[config.mk]
export PLATFORM = sky130hd
export DESIGN_NAME = hilo_muldiv_flat
export DESIGN_NICKNAME = d
export VERILOG_FILES = /design/src/rtl/hilo_muldiv_pkg.sv /design/src/rtl/hilo_muldiv_if.sv /design/src/rtl/hilo_muldiv_div_radix2.sv /design/src/rtl/hilo_muldiv.sv /design/src/flat_wrapper.sv
export SDC_FILE = /design/constraint.sdc
export NUM_CORES = 2
export LEC_CHECK = 0
export BUFFER_PORTS_ARGS = -buffer_cell sky130_fd_sc_hd__buf_2
export CAP_MARGIN = 10
export CORE_MARGIN = 2
export CORE_UTILIZATION = 55
export DETAILED_ROUTE_END_ITERATION = 12
export PLACE_DENSITY = 0.79
export SETUP_SLACK_MARGIN = 0.1
export SLEW_MARGIN = 20
export SYNTH_ARGS = -nofsm -noshare
export SYNTH_HDL_FRONTEND = slang
export SYNTH_SLANG_ARGS = --single-unit
export TNS_END_PERCENT = 30
[constraint.sdc]
create_clock -name clk -period 13.8 [get_ports clk]
set_clock_uncertainty 0.05 [all_clocks]
set_input_delay 2.07 -clock clk [delete_from_list [all_inputs] [get_ports clk]]
set_output_delay 2.07 -clock clk [all_outputs]
set_load 0.01 [all_outputs]
[src/rtl/hilo_muldiv_pkg.sv]
// Shared definitions for the HI/LO multiply/divide unit: ALU control codes,
// FSM state encodings, divider iteration count and small arithmetic helpers.
package hilo_muldiv_pkg;

  localparam int DATA_W = 32;
  localparam int CTRL_W = 5;

  // ALU control codes produced by the ALU decoder (only the ones acted on here
  // plus one ordinary ALU code used as a "no action" example).
  localparam logic [CTRL_W-1:0] ADD_CONTROL   = 5'b00010;
  localparam logic [CTRL_W-1:0] MULT_CONTROL  = 5'b10000;
  localparam logic [CTRL_W-1:0] MULTU_CONTROL = 5'b10001;
  localparam logic [CTRL_W-1:0] DIV_CONTROL   = 5'b10010;
  localparam logic [CTRL_W-1:0] DIVU_CONTROL  = 5'b10011;
  localparam logic [CTRL_W-1:0] MTHI_CONTROL  = 5'b10100;
  localparam logic [CTRL_W-1:0] MTLO_CONTROL  = 5'b10101;

  // Multiply/divide sequencer states.
  typedef enum logic [1:0] {
    MD_IDLE = 2'b00,
    MD_MUL  = 2'b01,
    MD_DIV  = 2'b10,
    MD_DONE = 2'b11
  } md_state_e;

  // One quotient bit is produced per divider step.
  localparam logic [5:0] MD_DIV_ITERS = 6'd32;

  // Two's-complement negate when neg is set.
  function automatic logic [DATA_W-1:0] neg_if(input logic [DATA_W-1:0] v, input logic neg);
    return neg ? (~v + 32'd1) : v;
  endfunction

  // Magnitude of a signed value; 0x80000000 maps to itself, which is the
  // correct unsigned magnitude.
  function automatic logic [DATA_W-1:0] abs32(input logic [DATA_W-1:0] v);
    return neg_if(v, v[DATA_W-1]);
  endfunction

endpackage

[src/rtl/hilo_muldiv_if.sv]
// E-stage interface between the pipeline and the HI/LO multiply/divide unit.
interface hilo_muldiv_if;

  logic [hilo_muldiv_pkg::CTRL_W-1:0] alucontrol;
  logic                               valid_i;
  logic                               flush_i;
  logic [hilo_muldiv_pkg::DATA_W-1:0] src_a;
  logic [hilo_muldiv_pkg::DATA_W-1:0] src_b;
  logic                               stall_o;
  logic [hilo_muldiv_pkg::DATA_W-1:0] hi_o;
  logic [hilo_muldiv_pkg::DATA_W-1:0] lo_o;

  // Pipeline side: issues the E-stage instruction, observes stall and HI/LO.
  modport master (
    output alucontrol, valid_i, flush_i, src_a, src_b,
    input  stall_o, hi_o, lo_o
  );

  // Unit side.
  modport slave (
    input  alucontrol, valid_i, flush_i, src_a, src_b,
    output stall_o, hi_o, lo_o
  );

endinterface

[src/rtl/hilo_muldiv_div_radix2.sv]
// Iterative unsigned restoring radix-2 divider core. A start pulse loads the
// operands; each following cycle performs one step. The next-state quotient
// and remainder are exposed so the parent can capture the final result in
// the same cycle the last step is computed (last_o high).
module div_radix2 import hilo_muldiv_pkg::*; (
  input  logic              clk,
  input  logic              rst,
  input  logic              abort_i,
  input  logic              start_i,
  input  logic [DATA_W-1:0] dividend_i,
  input  logic [DATA_W-1:0] divisor_i,
  output logic [DATA_W-1:0] quo_next_o,
  output logic [DATA_W-1:0] rem_next_o,
  output logic              last_o
);

  logic [DATA_W-1:0] rem_q;
  logic [DATA_W-1:0] quo_q;   // holds the unconsumed dividend bits, shifted out MSB first
  logic [DATA_W-1:0] dvs_q;
  logic [5:0]        cnt_q;
  logic              busy_q;

  logic [DATA_W:0]   shifted_s;
  logic [DATA_W:0]   diff_s;
  logic              fits_s;

  // One restoring step: the borrow bit of the 33-bit trial subtract decides the quotient bit.
  always_comb begin
    shifted_s  = {rem_q, quo_q[DATA_W-1]};
    diff_s     = shifted_s - {1'b0, dvs_q};
    fits_s     = ~diff_s[DATA_W];
    rem_next_o = fits_s ? diff_s[DATA_W-1:0] : shifted_s[DATA_W-1:0];
    quo_next_o = {quo_q[DATA_W-2:0], fits_s};
    last_o     = busy_q & (cnt_q == (MD_DIV_ITERS - 6'd1));
  end

  // Shift register and iteration counter.
  always_ff @(posedge clk or posedge rst) begin
    if (rst) begin
      rem_q  <= 32'd0;
      quo_q  <= 32'd0;
      dvs_q  <= 32'd0;
      cnt_q  <= 6'd0;
      busy_q <= 1'b0;
    end else if (abort_i) begin
      cnt_q  <= 6'd0;
      busy_q <= 1'b0;
    end else if (start_i) begin
      rem_q  <= 32'd0;
      quo_q  <= dividend_i;
      dvs_q  <= divisor_i;
      cnt_q  <= 6'd0;
      busy_q <= 1'b1;
    end else if (busy_q) begin
      rem_q  <= rem_next_o;
      quo_q  <= quo_next_o;
      cnt_q  <= cnt_q + 6'd1;
      busy_q <= ~last_o;
    end else begin
      busy_q <= 1'b0;
    end
  end

endmodule

[src/rtl/hilo_muldiv.sv]
// Execute-stage multiply/divide unit owning the architectural HI/LO registers.
// The FSM sequences multi-cycle MULT/MULTU/DIV/DIVU and stalls the pipeline
// until the result is committed; MTHI/MTLO write directly from IDLE.
module hilo_muldiv import hilo_muldiv_pkg::*; (
  input  logic         clk,
  input  logic         rst,
  hilo_muldiv_if.slave bus
);

  md_state_e           state_q;
  logic [DATA_W-1:0]   hi_q;
  logic [DATA_W-1:0]   lo_q;
  logic [DATA_W-1:0]   a_q;
  logic [DATA_W-1:0]   b_q;
  logic                mul_signed_q;
  logic                q_neg_q;
  logic                r_neg_q;
  logic                wr_en_q;
  logic [2*DATA_W-1:0] result_q;

  logic                is_mul_s;
  logic                is_div_s;
  logic                is_mt_s;
  logic                sdiv_s;
  logic                start_s;
  logic                mt_s;
  logic                div_zero_s;
  logic                div_start_s;
  logic [DATA_W-1:0]   dividend_s;
  logic [DATA_W-1:0]   divisor_s;
  logic [2*DATA_W-1:0] opa_ext_s;
  logic [2*DATA_W-1:0] opb_ext_s;
  logic [2*DATA_W-1:0] prod_s;
  logic [DATA_W-1:0]   quo_next_s;
  logic [DATA_W-1:0]   rem_next_s;
  logic                div_last_s;

  // Decode, start/stall generation, divider operand magnitudes and the multiplier.
  always_comb begin
    is_mul_s    = (bus.alucontrol == MULT_CONTROL) || (bus.alucontrol == MULTU_CONTROL);
    is_div_s    = (bus.alucontrol == DIV_CONTROL)  || (bus.alucontrol == DIVU_CONTROL);
    is_mt_s     = (bus.alucontrol == MTHI_CONTROL) || (bus.alucontrol == MTLO_CONTROL);
    sdiv_s      = (bus.alucontrol == DIV_CONTROL);
    start_s     = bus.valid_i & ~bus.flush_i & (state_q == MD_IDLE) & (is_mul_s | is_div_s);
    mt_s        = bus.valid_i & ~bus.flush_i & (state_q == MD_IDLE) & is_mt_s;
    div_zero_s  = (bus.src_b == 32'd0);
    div_start_s = start_s & is_div_s & ~div_zero_s;
    dividend_s  = sdiv_s ? abs32(bus.src_a) : bus.src_a;
    divisor_s   = sdiv_s ? abs32(bus.src_b) : bus.src_b;
    // Sign-extending to 64 bits and keeping the low 64 product bits yields
    // the exact signed product; zero-extension gives the unsigned one.
    opa_ext_s   = {{DATA_W{mul_signed_q & a_q[DATA_W-1]}}, a_q};
    opb_ext_s   = {{DATA_W{mul_signed_q & b_q[DATA_W-1]}}, b_q};
    prod_s      = opa_ext_s * opb_ext_s;
    // Reset is included so the stall drops the moment reset asserts,
    // even while a mul/div instruction is still presented.
    bus.stall_o = ~rst & ~bus.flush_i &
                  (start_s | (state_q == MD_MUL) | (state_q == MD_DIV));
  end

  assign bus.hi_o = hi_q;
  assign bus.lo_o = lo_q;

  div_radix2 u_div (
    .clk        (clk),
    .rst        (rst),
    .abort_i    (bus.flush_i),
    .start_i    (div_start_s),
    .dividend_i (dividend_s),
    .divisor_i  (divisor_s),
    .quo_next_o (quo_next_s),
    .rem_next_o (rem_next_s),
    .last_o     (div_last_s)
  );

  // Sequencer FSM with operand latches, result register and HI/LO commit.
  always_ff @(posedge clk or posedge rst) begin
    if (rst) begin
      state_q      <= MD_IDLE;
      hi_q         <= 32'd0;
      lo_q         <= 32'd0;
      a_q          <= 32'd0;
      b_q          <= 32'd0;
      mul_signed_q <= 1'b0;
      q_neg_q      <= 1'b0;
      r_neg_q      <= 1'b0;
      wr_en_q      <= 1'b0;
      result_q     <= 64'd0;
    end else if (bus.flush_i) begin
      state_q <= MD_IDLE;
      wr_en_q <= 1'b0;
    end else begin
      case (state_q)
        MD_IDLE: begin
          if (start_s) begin
            if (is_mul_s) begin
              a_q          <= bus.src_a;
              b_q          <= bus.src_b;
              mul_signed_q <= (bus.alucontrol == MULT_CONTROL);
              state_q      <= MD_MUL;
            end else if (div_zero_s) begin
              wr_en_q <= 1'b0;
              state_q <= MD_DONE;
            end else begin
              q_neg_q <= sdiv_s & (bus.src_a[DATA_W-1] ^ bus.src_b[DATA_W-1]);
              r_neg_q <= sdiv_s & bus.src_a[DATA_W-1];
              state_q <= MD_DIV;
            end
          end else if (mt_s) begin
            if (bus.alucontrol == MTHI_CONTROL) begin
              hi_q <= bus.src_a;
            end else begin
              lo_q <= bus.src_a;
            end
          end else begin
            state_q <= MD_IDLE;
          end
        end
        MD_MUL: begin
          result_q <= prod_s;
          wr_en_q  <= 1'b1;
          state_q  <= MD_DONE;
        end
        MD_DIV: begin
          if (div_last_s) begin
            result_q <= {neg_if(rem_next_s, r_neg_q), neg_if(quo_next_s, q_neg_q)};
            wr_en_q  <= 1'b1;
            state_q  <= MD_DONE;
          end else begin
            state_q <= MD_DIV;
          end
        end
        MD_DONE: begin
          if (wr_en_q) begin
            hi_q <= result_q[2*DATA_W-1:DATA_W];
            lo_q <= result_q[DATA_W-1:0];
          end else begin
            hi_q <= hi_q;
          end
          wr_en_q <= 1'b0;
          state_q <= MD_IDLE;
        end
        default: begin
          wr_en_q <= 1'b0;
          state_q <= MD_IDLE;
        end
      endcase
    end
  end

endmodule

[src/flat_wrapper.sv]
// flat-port wrapper written by rule: the top's interface ports become plain ports
module hilo_muldiv_flat import hilo_muldiv_pkg::*;
  (clk, rst, bus_alucontrol, bus_valid_i, bus_flush_i, bus_src_a, bus_src_b, bus_stall_o, bus_hi_o, bus_lo_o);
  hilo_muldiv_if bus_i ();
  input  logic clk;
  input  logic rst;
  input wire logic [$bits(bus_i.alucontrol)-1:0] bus_alucontrol;
  input wire logic [$bits(bus_i.valid_i)-1:0] bus_valid_i;
  input wire logic [$bits(bus_i.flush_i)-1:0] bus_flush_i;
  input wire logic [$bits(bus_i.src_a)-1:0] bus_src_a;
  input wire logic [$bits(bus_i.src_b)-1:0] bus_src_b;
  output wire logic [$bits(bus_i.stall_o)-1:0] bus_stall_o;
  output wire logic [$bits(bus_i.hi_o)-1:0] bus_hi_o;
  output wire logic [$bits(bus_i.lo_o)-1:0] bus_lo_o;
  assign bus_i.alucontrol = bus_alucontrol;
  assign bus_i.valid_i = bus_valid_i;
  assign bus_i.flush_i = bus_flush_i;
  assign bus_i.src_a = bus_src_a;
  assign bus_i.src_b = bus_src_b;
  assign bus_stall_o = bus_i.stall_o;
  assign bus_hi_o = bus_i.hi_o;
  assign bus_lo_o = bus_i.lo_o;
  hilo_muldiv u_core (.clk(clk), .rst(rst), .bus(bus_i));
endmodule
==> results.py <==
metrics = {
    "synth": {
        "syn_inst": 6242,
        "yosysTopAreaCellShare": 0.405,
        "synth_edf_count": 0,
        "yosys_warnings": 0,
        "seq_area_frac_synth": 0.135,
        "syn_avg_cell_area_um2": 8.92,
        "yosysUniqueCellTypes": 82,
        "syn_area_um2": 55700,
        "async_reset_ff_frac": 1.00,
        "mappedNetlistNets": 7695,
        "yosys.area.top_type": "fa_1",
        "synth-seq-cells": 301,
        "ys_top_cells_by_area": "fa_1, dfrtp_1, inv_1",
        "synthFlopType": "dfrtp_1",
    },
    "placement": {
        "globalplace.congestion": 0.958,
        "post_dp_cell_area_um2": 57400,
        "dp_hpwl_um": 124000,
        "portBuffers": 137,
        "place_ws_ns": 4.13,
    },
    "grt": {
        "grt_pass1_vias": 45796,
        "grt_max_degree": 155,
        "grt_usage": 0.311,
        "overflow": 0,
        "grt_first_pass_wirelength_um": 251000,
        "antenna_found_initial": 11,
    },
    "clock_tree": {
        "h-tree-depth": 2,
        "ctsResizeCount": 0,
        "clk_pin_slew_worst_paths_ns": 0.06,
        "cts_buffers": 36,
        "cts_buffer_depth": 3,
        "hold_buffers": 0,
        "clock-sinks": 301,
        "insertion_delay_ns": 0.57,
        "cts_setup_buffers": 0,
        "cts_tree": "built",
        "root_buffer": "clkbuf_16",
    },
    "layout": {
        "design_area_um2": 58600,
        "ff_latch_area_um2": 7530,
        "layout_common_cells": "inv_1, fa_1, nand2_1",
        "layout_commonest_cell": "inv_1",
        "fillCellCount": 8442,
        "drive_gt1_frac": 0.0642,
        "multi_input_comb_area_um2": 42400,
        "nets": 7598,
        "areaGrowthSynthToFinish_pct": 5.27,
    },
    "routing": {
        "wl_met2_um": 74100,
        "met3_length_um": 14600,
        "drt-wirelength-per-cell_um": 20.9,
        "dr.pass1.iters": 8,
        "drt-met1-wl_um": 59600,
        "wirelength_um": 158000,
        "maxUsedRoutingLayer": "met5",
        "vias": 43686,
        "ant_nets": 0,
        "remaining_drc_errors": 0,
        "routed_via_density": 5.80,
        "drt_iter0_markers": 3937,
    },
    "critical_path": {
        "crit_path_start_kind": "flop",
        "path_max_fanout": 52,
        "cp_data_arrival_time_ns": 10.29,
        "slowest_delay_ns": 0.92,
        "cp-end-kind": "flop",
        "required_ns": 14.23,
        "crit_path_frequent_cell": "fa_1",
        "critPathSlowestCell": "fa_1",
        "critPathKind": "reg2reg",
    },
    "die": {
        "start_util": 0.555,
        "fp.coreArea_um2": 100000,
        "fp.dieH_um": 322,
        "die_w_um": 322,
        "row_count": 116,
        "die-area_um2": 104000,
        "boundaryPins": 138,
    },
    "sta": {
        "final.period_utilization": 0.714,
        "tightest_slew_ns": 1.13,
        "whs_ns": 0.427,
        "setup_violations": 0,
        "fmax_ghz": 0.101,
        "worst_slack_ns": 3.94,
        "min_period_ns": 9.86,
        "final_hold_viol_count": 0,
        "drv_slew": 0,
        "maxSlewHeadroom": 0.227,
        "rsz0062_at_grt": "no",
        "tns_ns": 0,
    },
    "run": {
        "maxCapViolCount": 0,
    },
    "hold_path": {
        "hold_path_class": "reg2reg",
    },
    "status": {
        "status": "completed",
    },
}
cells by family (layout without fill, tap and decap cells):
group                    count (synthesis)  after routing  share of synthesized area
AND/OR/NAND/NOR                       1897           1897                      0.157
flip-flops                             301            301                      0.135
XOR/XNOR                               215            215                     0.0338
multiplexers                           103            103                     0.0201
buffers and inverters                 1543           1473                      0.105
adder cells (fa/ha/maj)               1380           1380                      0.462
AO/OA/AOI/OAI                          803            803                     0.0873
other                                    0              1                          0
synthesized netlist by cell type (all sizes together), types with 7 or more instances:
library cell,instances
o21bai,12
clkbuf,326
or2,20
and2,361
nor2,181
nand3,46
o31ai,58
fa,1126
nand2b,19
and3,30
a31oi,18
a21oi,239
o41ai,16
mux2i,33
a21o,43
dfrtp,301
a211oi,17
buf,26
or4,15
o22ai,8
a22oi,7
nand3b,8
xor2,68
o21ai,281
nand2,1057
inv,1191
o211ai,17
o21a,20
xnor2,147
nor2b,34
nor4,14
mux2,70
nand4,13
a21boi,7
nor3,47
ha,254
or3,27
nor3b,7
final timing paths:
check	startpoint	endpoint	slack, ns	cells after the start
min in group asynchronous	rst	u_core.u_div.cnt_q[0]	1.59	2
worst max register to register	u_core.a_q[31]	u_core.result_q[62]	3.94	28
worst min-delay path	u_core.bus.lo_o[14]	u_core.bus.lo_o[14]	0.43	2
worst max-delay path	u_core.a_q[31]	u_core.result_q[62]	3.94	28
worst min register to register	u_core.bus.lo_o[14]	u_core.bus.lo_o[14]	0.43	2
max in group asynchronous	rst	u_core.a_q[29]	10.65	3
worst max-delay path: cells and delay by family, from the launching register on:
family,cells,cell delay (ns)
compound gates,7,1.82
simple gates,3,1.09
flops,1,0.32
xor+xnor,1,0.17
fa+ha+maj,9,4.74
buf+inv,8,1.57
registers in the layout, indices dropped and copies added, names as in the netlist:
name,flops
u_core.b_q,32
u_core.bus.lo_o,32
u_core.state_q,2
u_core.a_q,32
u_core.r_neg_q,1
u_core.result_q,64
u_core.q_neg_q,1
u_core.bus.hi_o,32
u_core.u_div.busy_q,1
u_core.u_div.rem_q,32
u_core.wr_en_q,1
u_core.u_div.cnt_q,6
u_core.u_div.dvs_q,32
u_core.mul_signed_q,1
u_core.u_div.quo_q,32
through the flow:
stage / utilization / std cells
final: 0.585 / 7530
after global routing: 0.585 / 7529
after CTS: 0.585 / 7529
after detailed placement: 0.572 / 7464
after global placement: 0.572 / 7464
after floorplan: - / 6242
routing by layer:
layer  global-route usage  up-vias
met4                0.158       22
li1                     -    18839
met3               0.0574      517
met2                0.505     2164
met5                    0        -
met1                0.402    22144
final cells by class:
class / instances / area share
timing repair buffer: 217 / 0.0221
tap: 1357 / 0.0290
clock buffer: 48 / 0.0173
clock inverter: 17 / 0.00358
sequential: 301 / 0.128
inverter: 1191 / 0.0765
multi-input combinational: 4398 / 0.723
antenna: 1 / 0.0000427
Power is left out: the tool's default activity adds up to more than one toggle a clock period on the data nets, which glitch-free logic cannot reach.
